File: src/rtl/synth_mem_pkg.sv
// Shared types and constants for the synthesized-array storage block.
package synth_mem_pkg;

    typedef enum logic [1:0] {
        ST_CLEAR = 2'd0,
        ST_IDLE  = 2'd1,
        ST_RUN   = 2'd2
    } arr_state_t;

    localparam int DATA_W_DEFAULT = 64;
    localparam int RUN_CNT_W      = 32;

    function automatic logic addr_in_range(input int unsigned addr, input int unsigned depth);
        return (addr < depth);
    endfunction

endpackage

File: src/rtl/synth_ram_core.sv
// Storage array: one write port (muxed upstream) and two registered read ports.
// Out-of-range writes are dropped; out-of-range reads return zero.
module synth_ram_core
    import synth_mem_pkg::*;
#(
    parameter int DEPTH  = 2,
    parameter int ADDR_W = 1,
    parameter int DATA_W = DATA_W_DEFAULT
) (
    input  logic              clk,
    input  logic              rst_n,
    input  logic              i_we,
    input  logic [ADDR_W-1:0] i_waddr,
    input  logic [DATA_W-1:0] i_wdata,
    input  logic [ADDR_W-1:0] i_raddr_a,
    input  logic              i_rd_b_en,
    input  logic [ADDR_W-1:0] i_raddr_b,
    output logic [DATA_W-1:0] o_rdata_a,
    output logic [DATA_W-1:0] o_rdata_b
);

    logic [DATA_W-1:0] r_mem [0:(2**ADDR_W)-1];
    logic [DATA_W-1:0] r_rdata_a;
    logic [DATA_W-1:0] r_rdata_b;
    logic              w_wr_ok;
    logic              w_ra_ok;
    logic              w_rb_ok;

    assign w_wr_ok = addr_in_range(32'(i_waddr), DEPTH);
    assign w_ra_ok = addr_in_range(32'(i_raddr_a), DEPTH);
    assign w_rb_ok = addr_in_range(32'(i_raddr_b), DEPTH);

    // Array write; contents are intentionally not reset.
    always_ff @(posedge clk) begin
        if (i_we && w_wr_ok) begin
            r_mem[i_waddr] <= i_wdata;
        end
    end

    // Read-first registered reads; port b holds until its next enabled read.
    always_ff @(posedge clk or negedge rst_n) begin
        if (!rst_n) begin
            r_rdata_a <= {DATA_W{1'b0}};
            r_rdata_b <= {DATA_W{1'b0}};
        end else begin
            r_rdata_a <= w_ra_ok ? r_mem[i_raddr_a] : {DATA_W{1'b0}};
            if (i_rd_b_en) begin
                r_rdata_b <= w_rb_ok ? r_mem[i_raddr_b] : {DATA_W{1'b0}};
            end else begin
                r_rdata_b <= r_rdata_b;
            end
        end
    end

    assign o_rdata_a = r_rdata_a;
    assign o_rdata_b = r_rdata_b;

endmodule

File: src/rtl/synth_array_ram.sv
// Array storage beside a synthesized kernel: kernel port, host preload/readback port,
// run tracking. Optional post-reset zero sweep enabled by SYNTH_ARRAY_CLEAR_EN.
module synth_array_ram
    import synth_mem_pkg::*;
#(
    parameter int DEPTH  = 2,
    parameter int ADDR_W = 1,
    parameter int DATA_W = DATA_W_DEFAULT
) (
    input  logic                     clk,
    input  logic                     rst_n,
    input  logic                     r_enable,
    input  logic                     w_enable,
    input  logic                     arrWEnable_a,
    input  logic [ADDR_W-1:0]        arrAddr_a,
    input  logic signed [DATA_W-1:0] arrWData_a,
    output logic signed [DATA_W-1:0] arrRData_a,
    input  logic                     host_req,
    input  logic                     host_we,
    input  logic [ADDR_W-1:0]        host_addr,
    input  logic signed [DATA_W-1:0] host_wdata,
    output logic                     host_ready,
    output logic                     host_rvalid,
    output logic signed [DATA_W-1:0] host_rdata,
    output logic                     running,
    output logic [RUN_CNT_W-1:0]     run_cycles,
    output logic                     stray_wr
);

`ifdef SYNTH_ARRAY_CLEAR_EN
    localparam arr_state_t RST_STATE = ST_CLEAR;
    localparam logic       RST_READY = 1'b0;
`else
    localparam arr_state_t RST_STATE = ST_IDLE;
    localparam logic       RST_READY = 1'b1;
`endif

    arr_state_t             r_state;
    arr_state_t             w_state_next;
    logic                   r_running;
    logic                   r_host_ready;
    logic                   r_host_rvalid;
    logic [RUN_CNT_W-1:0]   r_run_cycles;
    logic                   r_stray_wr;
    logic                   w_idle;
    logic                   w_host_wr;
    logic                   w_host_rd;
    logic                   w_wr_en;
    logic [ADDR_W-1:0]      w_wr_addr;
    logic [DATA_W-1:0]      w_wr_data;
    logic [DATA_W-1:0]      w_rdata_a;
    logic [DATA_W-1:0]      w_rdata_b;

`ifdef SYNTH_ARRAY_CLEAR_EN
    logic [ADDR_W-1:0]      r_clr_addr;
    logic                   r_start_pend;
    logic                   w_sweep_end;

    assign w_sweep_end = (r_clr_addr == ADDR_W'(DEPTH - 1));

    // Sweep address and a start request that arrives while the sweep is still running.
    always_ff @(posedge clk or negedge rst_n) begin
        if (!rst_n) begin
            r_clr_addr   <= {ADDR_W{1'b0}};
            r_start_pend <= 1'b0;
        end else if (r_state == ST_CLEAR) begin
            r_clr_addr   <= r_clr_addr + {{(ADDR_W-1){1'b0}}, 1'b1};
            r_start_pend <= r_start_pend | r_enable;
        end else begin
            r_clr_addr   <= r_clr_addr;
            r_start_pend <= 1'b0;
        end
    end
`endif

    // State register.
    always_ff @(posedge clk or negedge rst_n) begin
        if (!rst_n) begin
            r_state <= RST_STATE;
        end else begin
            r_state <= w_state_next;
        end
    end

    // Next state: start wins in IDLE, done wins in RUN.
    always_comb begin
        w_state_next = r_state;
        case (r_state)
            ST_IDLE: begin
                if (r_enable) w_state_next = ST_RUN;
                else          w_state_next = ST_IDLE;
            end
            ST_RUN: begin
                if (w_enable) w_state_next = ST_IDLE;
                else          w_state_next = ST_RUN;
            end
`ifdef SYNTH_ARRAY_CLEAR_EN
            ST_CLEAR: begin
                if (w_sweep_end) w_state_next = (r_start_pend || r_enable) ? ST_RUN : ST_IDLE;
                else             w_state_next = ST_CLEAR;
            end
`endif
            default: w_state_next = ST_IDLE;
        endcase
    end

    assign w_idle    = (r_state == ST_IDLE);
    assign w_host_wr = host_req && w_idle && host_we;
    assign w_host_rd = host_req && w_idle && !host_we;

    // Single write port: sweep, then kernel, then host.
    always_comb begin
        w_wr_en   = 1'b0;
        w_wr_addr = {ADDR_W{1'b0}};
        w_wr_data = {DATA_W{1'b0}};
`ifdef SYNTH_ARRAY_CLEAR_EN
        if (r_state == ST_CLEAR) begin
            w_wr_en   = 1'b1;
            w_wr_addr = r_clr_addr;
            w_wr_data = {DATA_W{1'b0}};
        end else
`endif
        if (arrWEnable_a) begin
            w_wr_en   = 1'b1;
            w_wr_addr = arrAddr_a;
            w_wr_data = arrWData_a;
        end else if (w_host_wr) begin
            w_wr_en   = 1'b1;
            w_wr_addr = host_addr;
            w_wr_data = host_wdata;
        end else begin
            w_wr_en   = 1'b0;
        end
    end

    // Registered status outputs derived from the upcoming state.
    always_ff @(posedge clk or negedge rst_n) begin
        if (!rst_n) begin
            r_running     <= 1'b0;
            r_host_ready  <= RST_READY;
            r_host_rvalid <= 1'b0;
            r_stray_wr    <= 1'b0;
        end else begin
            r_running     <= (w_state_next == ST_RUN);
            r_host_ready  <= (w_state_next == ST_IDLE);
            r_host_rvalid <= w_host_rd;
            r_stray_wr    <= r_stray_wr | (arrWEnable_a && (r_state != ST_RUN));
        end
    end

    // Run length: cleared on entry to RUN, saturating count while in RUN.
    always_ff @(posedge clk or negedge rst_n) begin
        if (!rst_n) begin
            r_run_cycles <= {RUN_CNT_W{1'b0}};
        end else if ((w_state_next == ST_RUN) && (r_state != ST_RUN)) begin
            r_run_cycles <= {RUN_CNT_W{1'b0}};
        end else if ((r_state == ST_RUN) && (r_run_cycles != {RUN_CNT_W{1'b1}})) begin
            r_run_cycles <= r_run_cycles + {{(RUN_CNT_W-1){1'b0}}, 1'b1};
        end else begin
            r_run_cycles <= r_run_cycles;
        end
    end

    synth_ram_core #(
        .DEPTH  (DEPTH),
        .ADDR_W (ADDR_W),
        .DATA_W (DATA_W)
    ) u_core (
        .clk       (clk),
        .rst_n     (rst_n),
        .i_we      (w_wr_en),
        .i_waddr   (w_wr_addr),
        .i_wdata   (w_wr_data),
        .i_raddr_a (arrAddr_a),
        .i_rd_b_en (w_host_rd),
        .i_raddr_b (host_addr),
        .o_rdata_a (w_rdata_a),
        .o_rdata_b (w_rdata_b)
    );

    assign arrRData_a  = w_rdata_a;
    assign host_rdata  = w_rdata_b;
    assign host_ready  = r_host_ready;
    assign host_rvalid = r_host_rvalid;
    assign running     = r_running;
    assign run_cycles  = r_run_cycles;
    assign stray_wr    = r_stray_wr;

endmodule

File: config.mk
export PLATFORM = sky130hd
export DESIGN_NAME = synth_array_ram
export DESIGN_NICKNAME = d
export VERILOG_FILES = /design/src/rtl/synth_mem_pkg.sv /design/src/rtl/synth_ram_core.sv /design/src/rtl/synth_array_ram.sv
export SDC_FILE = /design/constraint.sdc
export NUM_CORES = 1
export LEC_CHECK = 0
export CAP_MARGIN = 20
export CORE_MARGIN = 3
export CORE_UTILIZATION = 45
export CTS_BUF_LIST = sky130_fd_sc_hd__clkbuf_8
export CTS_CLUSTER_DIAMETER = 80
export DETAILED_ROUTE_END_ITERATION = 12
export GPL_TIMING_DRIVEN = 0
export PLACE_DENSITY = 0.73
export SETUP_SLACK_MARGIN = 0.02
export SYNTH_ARGS = -nofsm -noshare
export SYNTH_HDL_FRONTEND = slang
export SYNTH_SLANG_ARGS = --single-unit
File: constraint.sdc
create_clock -name clk -period 8.6 [get_ports clk]
set_input_delay 1.72 -clock clk [delete_from_list [all_inputs] [get_ports clk]]
set_output_delay 1.72 -clock clk [all_outputs]
set_load 0.01 [all_outputs]
### Word level (Yosys, flattened, before mapping)

Memory sizes are Yosys's and may differ from the RTL's. A register that Yosys moved wholly into a read port is not among the register bits.
Index checks and enable logic that the tools add are counted.

* add/subtract/negate cells: 1
* multipliers: 0
* divide/modulo/power cells: 0
* $lt $le $gt $ge: 0
* equal/unequal tests: 6
* shift operators: 0
* multiplexer cells: 13
* bitwise logic cells: 1
* reduce and logical (&&, ||, !) cells: 10

Operators with widths (number)
* 2-to-1 mux 64 bit: 2
* 2-to-1 mux 32 bit: 2
* adder 32 x 1 -> 32 bit (second input constant): 1
* != test 32 bit (second input constant): 1
* logical AND 1 bit: 6
* 2-to-1 mux 1 bit: 6
* == test 2 x 1 -> 1 bit (second input constant): 2
* == test 2 bit (second input constant): 2
* 2-to-1 mux 2 bit: 2
* case mux 2 bit (2 select lines): 1
* logical NOT 1 bit: 3
* != test 2 bit (second input constant): 1
* nonzero test 2 bit: 1
* bitwise OR 1 bit: 1

* bits in registers: 38
* latch bits: 0
* bits in writable memories: 128
* ROM bits: 0
* input bits: 137
* output and inout port bits: 164
* memories: 1

Memories
* u_core.r_mem: words 2, width 64, read ports 2, clocked after memory_dff 2, wr ports 1, RTL line synth_ram_core.sv:22 `logic [DATA_W-1:0] r_mem [0:(2**ADDR_W)-1];`

### Depth between registers and ports, before layout

Gate-level depths: netlist (run 1).

* depth in word-level cells: 7
* mapped depth: 9

### Hierarchy

A second synthesis (run 1) with hierarchy kept.

* cells, all modules: 855
* area total of the unflattened synthesis: 12011.5 µm²

By module, submodules not included
* synth_ram_core: times used 1, cells an instance 542, area each 9220.1 µm²
* synth_array_ram: times used 1, cells an instance 313, area each 2791.4 µm²

### Least setup slack after synthesis (run 1)

OpenSTA, ideal clock, no wires.

* kind: input to register
* from: input arrWEnable_a
* to: memory u_core.r_mem[0][0] (netlist name), enable pin
* arrival time: 5935 ps
* data required time: 8091 ps
* setup slack: 2156 ps
* cell stages on the path: 6
* path through: clkbuf_1 nor3b_1 clkbuf_1 buf_1 inv_1 o22ai_1

* longest elaborated chain between the ends: 3
* elaborated cells on any way between the ends: 4
* classes of those cells: mux (4)

RTL lines
* from (decl): RTL line synth_array_ram.sv:14 `input logic arrWEnable_a,`
* 2-to-1 mux 1 bit: RTL line synth_array_ram.sv:123 `if (arrWEnable_a) begin`
* 2-to-1 mux 1 bit: RTL line synth_ram_core.sv:35 `if (i_we && w_wr_ok) begin`
* 2-to-1 mux 1 bit (implied by the code): RTL line synth_ram_core.sv:36 `r_mem[i_waddr] <= i_wdata;`
* to (decl): RTL line synth_ram_core.sv:22

Several ways; a longest one is shown, not always the timed one.

### Worst setup path after layout (run 1)

* from: input host_req
* to: memory u_core.r_mem[0][7] (netlist name), enable pin

* longest elaborated chain between the ends: 6
* elaborated cells on any way between the ends: 8
* classes of those cells: mux (6); reduce/logical (2)

RTL lines
* from (decl): RTL line synth_array_ram.sv:18 `input logic host_req,`
* logical AND 1 bit * (2 in a row): RTL line synth_array_ram.sv:108 `assign w_host_wr = host_req && w_idle && host_we;`
* 2-to-1 mux 1 bit: RTL line synth_array_ram.sv:127 `end else if (w_host_wr) begin`
* 2-to-1 mux 1 bit: RTL line synth_array_ram.sv:123
* 2-to-1 mux 1 bit: RTL line synth_ram_core.sv:35
* 2-to-1 mux 1 bit (implied by the code): RTL line synth_ram_core.sv:36

Every way passes the cells marked *; elsewhere a longest branch is shown, timed or not.

==> results.cfg, run 1 <==
[final_layout]
post_route_cells_drive_above_1_share_pct = 12.51
final_nets = 1341
area_delta_synth_final_pct = 37.04

[grt]
track_usage_pct = 21.81
antenna_found_initial = 1
grt_pass1_wl_mm = 48.25
grt_max_degree = 118
grt.overflow.total = 0
grt_pass1_vias = 8677

[setup_path]
critPathMaxFanout = 23
cp-start-kind = input pin
required_ns = 8.85
crit_type = in -> reg
end_kind = flop
crit_arrival_ns = 5.16

[yosys]
synth_most_common_cell = dfrtp_1
synth_compound_area_share_pct = 10.42
synth-simple-area-share_pct = 7.649
synth_cell_types = 53
ys_seq_area_share_pct = 67.27
synthFlopType = dfrtp_1
async_flop_share_pct = 56.46
synth_common_cells = dfrtp_1 (164), edfxtp_1 (128), nand2_1 (88), o21ai_0 (69), mux2i_1 (68)
synth_top_area_share_pct = 34.51
yosysWarnings = 0
syn_inst = 851
synthMuxAreaShare_pct = 11.78
synth_area_sq_mm = 0.01189
synthTopCellsByArea = dfrtp_1 (35%), edfxtp_1 (32%), mux2_2 (6.1%), mux2i_1 (5.7%), a22o_1 (4.9%)
synth-adder-area-share_pct = 0.3156
syn_avg_cell_area_sq_um = 13.97
synth_area_leader_cell = dfrtp_1
synth_enable_flop_cells = 128
syn-num-nets = 991
synth_top_family_by_area = multiplexers
synth-xor-area-share_pct = 0.2946
ys_ff_latch = 294

[clock_network]
postCtsSetupRepairBufs = 0
cts_tree = built
clkTransAtPathRegs_ns = 0.05
hold_buffers = 0
cts-root-buf = clkbuf_8
postCtsResizedCells = 0
cts_sinks = 294
cts-htree-levels = 2
cts_inserted_buffers = 47
clock_latency_ns = 0.56
clock_path_buffers = 3

[die]
initial_core_util_pct = 46.56
rows = 58
core_area_sq_mm = 0.02554
die_area_sq_mm = 0.02841
ios = 301
chipWidth_um = 168.6
die_h_um = 168.6

[power]
finalPower_uw = 4014
vdd_ir_drop_max_mv = 0.1354
p_per_area_mw_per_mm2 = 246.3
p_leak_uw = 0.006755

[route]
routedWlPerCell_um = 20.14
drtIter0Drc = 569
vias_per_cell = 5.360
dr.pass1.iters = 5
routed_wirelength_mm = 31.62
final_antenna_net_count = 0
drc = 0
vias = 8415

[timing]
maxSlewHeadroom_pct = 36.65
drv_slew = 0
period_minus_slack_ns = 4.912
rsz0062_at_grt = no
hold_viol = 0
worst-slew-pin-transition_ns = 0.9502
setup_viol = 0
fmax_mhz = 203.6
fin_skew_ns = 0.01356
holdWs_ns = 0.4525
final.period_utilization_pct = 57.12

[placed_design]
numPortBuffers = 297
gp_congestion = 0.8835
dp_hpwl_mm = 22.36

[status]
outcome = completed

[hold_path]
hold_class = reg -> reg

[flow_run]
drv_cap = 0
path summary, 6_finish.rpt:
check / startpoint / end / slack [ns] / cells after the start
max in group asynchronous: rst_n / u_core.o_rdata_a[25]$_DFF_PN0_ / 6.60 / 2
min in group asynchronous: rst_n / run_cycles[1]$_DFFE_PN0P_ / 1.06 / 1
min: stray_wr$_DFF_PN0_ / stray_wr$_DFF_PN0_ / 0.45 / 1
max: host_req / u_core.r_mem[0][7]$_DFFE_PP_ / 3.69 / 8
min reg2reg: stray_wr$_DFF_PN0_ / stray_wr$_DFF_PN0_ / 0.45 / 1
max reg2reg: r_state[0]$_DFF_PN1_ / u_core.r_mem[0][7]$_DFFE_PP_ / 4.53 / 8
cell families after synthesis:
family / after synthesis
AO/OA/AOI/OAI: 174
flip-flops: 294
XOR/XNOR: 4
AND/OR/NAND/NOR: 180
buffers and inverters: 64
multiplexers: 132
adder cells (fa/ha/maj): 3
placed cells by master (no fill, tap or decap), drive strengths merged, types with 6 or more instances in the layout:
master and instances:
a211o 12, a21oi 6, a22o 67, and3 18, buf 19, clkbuf 93
clkdlybuf4s50 296, dfrtp 164, edfxtp 128, inv 38, mux2 64, mux2i 68
nand2 88, nand3 19, nand4 7, nor2 10, nor3 20, o21ai 69
critical path, stage by stage:
cell,delay [ns]
clkdlybuf4s50_1,0.47
nand2_1,0.10
nor3b_1,0.41
clkbuf_1,0.64
buf_1,0.60
inv_1,0.17
o22ai_4,0.75
buf_12,0.27
registers in the layout, summed over array words and instances (netlist names):
name,count
u_core.r_mem,128
r_state,2
u_core.o_rdata_a,64
running,1
u_core.o_rdata_b,64
host_rvalid,1
run_cycles,32
host_ready,1
stray_wr,1
area by class of cell:
type | instances | area [sq um]
Clock inverter | 33 | 137.6
Clock buffer | 54 | 743.2
Sequential cell | 294 | 8000
Fill cell | 2002 | 9246
Antenna cell | 1 | 2.502
Timing Repair Buffer | 301 | 3080
Tap cell | 330 | 412.9
Inverter | 11 | 41.29
Buffer | 53 | 229.0
Multi-Input combinational cell | 493 | 3651
layer usage:
metal / wire length (um) / GRT usage [%]
met4: 696 / 6.617
met1: 13270 / 28.07
met5: 0 / 0
met3: 2120 / 4.951
met2: 15530 / 37.15
power breakdown:
group / leakage (uW) / switching, uW / internal (uW) / total, uW
clock: 0.000542 / 530 / 572 / 1100
combinational: 0.00290 / 527 / 534 / 1060
sequential: 0.00331 / 119 / 1730 / 1850
metrics by stage:
step                TNS (ns)  util [%]  area [sq um]  instances  setup slack (ns)
finish                     0     63.80         16300       1570             3.688
global route               0     63.80         16300       1570             3.489
CTS                        0     63.79         16300       1569             3.628
detailed placement         0     60.34         15410       1482             3.059
global placement     -293.57     59.81         15280       1478            -1.373
floorplan                  0         -         11890        851             2.156
(Power assumes the default switching activity.)
==> run 2, diff against run 1 <==
clock period = 4.9 ns   (was 8.6 ns; I/O delays follow)
==> results.cfg, run 2 (same netlist as run 1, synthesis figures left out) <==
[status]
outcome = completed

[clock_network]
cts-htree-levels = 2
clock_latency_ns = 0.56
postCtsResizedCells = 0
cts_inserted_buffers = 48
cts_tree = built
cts_sinks = 294
hold_buffers = 0
clock_path_buffers = 3
postCtsSetupRepairBufs = 0
cts-root-buf = clkbuf_8
clkTransAtPathRegs_ns = 0.05

[route]
final_antenna_net_count = 0
wl_met2_mm = 15.52
routed_wirelength_mm = 31.55
wl_met1_mm = 12.96
topRoutingLayerUsed = met4
routedWlPerCell_um = 20.08
dr.pass1.iters = 5
drtIter0Drc = 545
wl_met3_mm = 2.173
vias_per_cell = 5.349
drc = 0
vias = 8403

[grt]
antenna_found_initial = 0
track_usage_pct = 21.43
grt_pass1_vias = 8375
grt_max_degree = 110
grt.overflow.total = 0
grt_pass1_wl_mm = 47.11

[placed_design]
dp.cells = 1483
numPortBuffers = 297
dp_hpwl_mm = 22.45
gp_congestion = 0.8792
dp_slack_ns = 0.3407

[flow_run]
drv_cap = 0

[timing]
worst-slew-pin-transition_ns = 0.9573
setup_viol = 0
fmax_mhz = 252.2
final.period_utilization_pct = 80.94
fin_ws_ns = 0.9341
fin_skew_ns = 0.02121
hold_viol = 0
holdWs_ns = 0.3364
period_minus_slack_ns = 3.966
maxSlewHeadroom_pct = 36.02
drv_slew = 0
rsz0062_at_grt = no

[die]
die_area_sq_mm = 0.02841
ios = 301
core_area_sq_mm = 0.02554
die_h_um = 168.6
initial_core_util_pct = 46.56
chipWidth_um = 168.6
rows = 58

[power]
vdd_ir_drop_max_mv = 0.2370
p_clk_share_pct = 28.5
switchingPower_uw = 2078
p_leak_uw = 0.006782
sw_frac_of_total_pct = 29.10
power.internal_uw = 5064
seqPwrFrac_pct = 45.5
comb_power_share_pct = 26.0
p_per_area_mw_per_mm2 = 436.5

[final_layout]
area_delta_synth_final_pct = 37.58
final_nets = 1343
most-common-layout-cells = clkdlybuf4s50_1 (296), dfrtp_1 (164), edfxtp_1 (128), nand2_1 (88), o21ai_0 (69)
post_route_cells_drive_above_1_share_pct = 13.05
final_common_cell = clkdlybuf4s50_1
largest_register = u_core.r_mem
largest_reg_flops = 128
insertedDiodeCount = 0
fin_cells = 1571

[setup_path]
rrSetupSlack_ns = 0.99
required_ns = 5.14
r2r-end = u_core.r_mem[0][11]$_DFFE_PP_
critPathMaxFanout = 23
cp-start-kind = input pin
crit_type = in -> reg
r2r-start = r_state[0]$_DFF_PN1_
reg2reg_depth = 9
end_kind = flop
crit_arrival_ns = 4.20

[hold_path]
hold_class = in -> async
==> run 2: stage by stage <==
step,power (uW),util [%],instance area [sq um],TNS (ns)
3_5_place_dp,5179,60.39,15430,0
5_1_grt,7513,64.05,16360,0
3_3_place_gp,5117,59.84,15280,-858.94
6_report,7142,64.05,16360,0
2_1_floorplan,4016,-,11900,0
4_1_cts,7227,64.05,16360,0
==> run 2: critical path, cell delays in order <==
cell	delay [ns]
clkdlybuf4s50_1	0.45
nand2_1	0.12
nor3b_1	0.38
clkbuf_1	0.68
buf_1	0.61
inv_1	0.18
o22ai_4	0.36
buf_16	0.22
buf_12	0.20
==> run 2: area by class of cell <==
type	count	area (sq um)
Tap cell	330	412.9
Timing Repair Buffer	302	3093
Multi-Input combinational cell	493	3651
Fill cell	1988	9183
Clock buffer	59	812.0
Buffer	53	229.0
Clock inverter	29	122.6
Sequential cell	294	8000
Inverter	11	41.29
==> run 2: worst max path at each step <==
| stage | from | endpoint | cells past startpoint |
|---|---|---|---|
| after detailed placement | host_req | u_core.r_mem[0][22]$_DFFE_PP_ | 9 |
| after global routing | host_req | u_core.r_mem[0][5]$_DFFE_PP_ | 9 |
| after global placement | rst_n | u_core.o_rdata_b[22]$_DFFE_PN0P_ | 1 |
| final | host_req | u_core.r_mem[0][11]$_DFFE_PP_ | 9 |
| after floorplan | arrWEnable_a | u_core.r_mem[0][0]$_DFFE_PP_ | 6 |
| after CTS | host_req | u_core.r_mem[0][13]$_DFFE_PP_ | 9 |
==> run 2: power by group through the flow <==
stage	Sequential (uW)	Clock [uW]	Combinational (uW)
floorplan	3430	0	583
global placement	3290	0	1830
detailed placement	3300	0	1880
CTS	3260	2080	1890
global route	3310	2200	2000
finish	3250	2030	1860
==> run 2: metal layers <==
metal	global-route usage (%)	up-vias
met1	27.45	4150
met3	5.441	56
li1	-	3902
met4	7.471	0
met5	0	-
met2	35.77	295
==> run 3, diff against run 2 <==
clock period = 3.75 ns   (was 4.9 ns; I/O delays follow)
==> results.cfg, run 3 (same netlist as run 1, synthesis figures left out) <==
[grt]
grt_pass1_wl_mm = 49.38
grt.overflow.total = 0
grt_max_degree = 97
track_usage_pct = 22.41
antenna_found_initial = 2
grt_pass1_vias = 8701

[clock_network]
cts_sinks = 294
cts-htree-levels = 2
postCtsSetupRepairBufs = 0
clkTransAtPathRegs_ns = 0.06
cts-root-buf = clkbuf_8
hold_buffers = 0
clock_path_buffers = 3
cts_tree = built
cts_inserted_buffers = 48
postCtsResizedCells = 0
clock_latency_ns = 0.57

[die]
core_area_sq_mm = 0.02554
die_h_um = 168.6
chipWidth_um = 168.6
rows = 58
die_area_sq_mm = 0.02841
ios = 301
initial_core_util_pct = 46.56

[final_layout]
area_delta_synth_final_pct = 37.43
fin_cells = 1574
post_route_cells_drive_above_1_share_pct = 13.11
largest_reg_flops = 128
final_common_cell = clkdlybuf4s50_1
most-common-layout-cells = clkdlybuf4s50_1 (296), dfrtp_1 (164), edfxtp_1 (128), nand2_1 (88), o21ai_0 (69)
largest_register = u_core.r_mem
final_area_sq_mm = 0.01634
final_nets = 1343
post-route-util_pct = 63.98

[placed_design]
dp.cells = 1483
post_dp_cell_area_sq_mm = 0.01544
dp_hpwl_mm = 22.89
numPortBuffers = 297
gp_congestion = 0.8589

[power]
p_per_area_mw_per_mm2 = 567.5
comb_power_share_pct = 26.4
finalPower_uw = 9276
seqPwrFrac_pct = 45.7
sw_frac_of_total_pct = 29.80
vdd_ir_drop_max_mv = 0.3445
power.internal_uw = 6512
p_clk_share_pct = 27.8
switchingPower_uw = 2765
p_leak_uw = 0.006748

[route]
vias = 8448
wl_met3_mm = 2.835
drtIter0Drc = 453
wl_met2_mm = 15.52
topRoutingLayerUsed = met5
vias_per_cell = 5.367
final_antenna_net_count = 0
dr.pass1.iters = 5
drc = 0
routed_wirelength_mm = 32.50
wl_met1_mm = 13.00
routedWlPerCell_um = 20.65

[timing]
fmax_mhz = 293.2
drv_slew = 0
fin_skew_ns = 0.02723
rsz0062_at_grt = no
setup_viol = 0
maxSlewHeadroom_pct = 37.28
period_minus_slack_ns = 3.411
hold_viol = 0
final.period_utilization_pct = 90.96
worst-slew-pin-transition_ns = 0.9408

[setup_path]
required_ns = 3.99
critPathMaxFanout = 24
crit_arrival_ns = 3.66
cp_cell_sequence = ha_1 -> nand2_1 -> nor3b_1 -> clkbuf_2 -> buf_1 -> inv_1 -> o22ai_4 -> buf_12
cp-start-kind = flop
crit_type = reg -> reg
cpPeakStageDelay_ns = 0.53
worst_path_max_delay_cell = dfstp_2
end_kind = flop

[hold_path]
hold_class = in -> async

[flow_run]
drv_cap = 0

[status]
outcome = completed
-- run 3: changes by cell type in the layout (fill, tap and decap cells not counted) --
cell,before,now
clkbuf_2,0,1
clkbuf_1,39,38
inv_8,0,1
diode_2,0,1
inv_1,33,26
clkinvlp_4,1,2
buf_16,2,4
clkbuf_8,59,53
clkinv_1,1,10
buf_12,3,1
clkinv_2,4,8
-- run 3: power groups by stage --
stage	clock network [uW]	logic, uW	registers, uW
finish	2580	2450	4240
global route	2810	2660	4310
CTS	2650	2480	4250
detailed placement	0	2470	4300
global placement	0	2400	4290
floorplan	0	764	4480
-- run 3: routing by layer --
layer	track usage, %	up-vias
met1	28.40	4139
li1	-	3909
met3	6.959	69
met4	7.933	2
met5	0	-
met2	36.71	329
-- run 3: area by class of cell --
cell class / count / area [sq um]
Antenna cell: 1 / 2.502
Inverter: 11 / 41.29
Clock inverter: 37 / 168.9
Tap cell: 330 / 412.9
Fill cell: 1980 / 9200
Timing Repair Buffer: 302 / 3108
Multi-Input combinational cell: 493 / 3651
Buffer: 53 / 230.2
Sequential cell: 294 / 8000
Clock buffer: 53 / 729.5
-- run 3: metrics by stage --
stage	hold slack, ns	worst slack, ns	TNS [ns]
3_3_place_gp	0.4408	-5.153	-1045.66
3_5_place_dp	0.4464	-0.2303	-12.20
6_report	0.1332	0.3390	0
2_1_floorplan	0.4544	-0.03122	-1.998
4_1_cts	0.1339	0.1466	0
5_1_grt	0.1579	0.1696	0
-- run 3: path summary, 6_finish.rpt --
kind / startpoint / cells after the start / slack (ns) / to
setup reg to reg: r_state[0]$_DFF_PN1_ / 8 / 0.34 / u_core.r_mem[0][5]$_DFFE_PP_
max in group asynchronous: rst_n / 2 / 2.73 / u_core.o_rdata_b[22]$_DFFE_PN0P_
hold reg to reg: stray_wr$_DFF_PN0_ / 1 / 0.47 / stray_wr$_DFF_PN0_
min in group clk: stray_wr$_DFF_PN0_ / 1 / 0.47 / stray_wr$_DFF_PN0_
hold / removal: rst_n / 1 / 0.13 / run_cycles[0]$_DFFE_PN0P_
setup / recovery: r_state[0]$_DFF_PN1_ / 8 / 0.34 / u_core.r_mem[0][5]$_DFFE_PP_
-- run 3: worst max-delay path: cells and delay by family, from the launching register on --
kind / cells / cell delay (ns)
DFF: 1 / 0.53
buffers and inverters: 4 / 1.31
and+or+nand+nor: 2 / 0.53
AOI/OAI and AO/OA: 1 / 0.43
adders and majority gates: 1 / 0.27
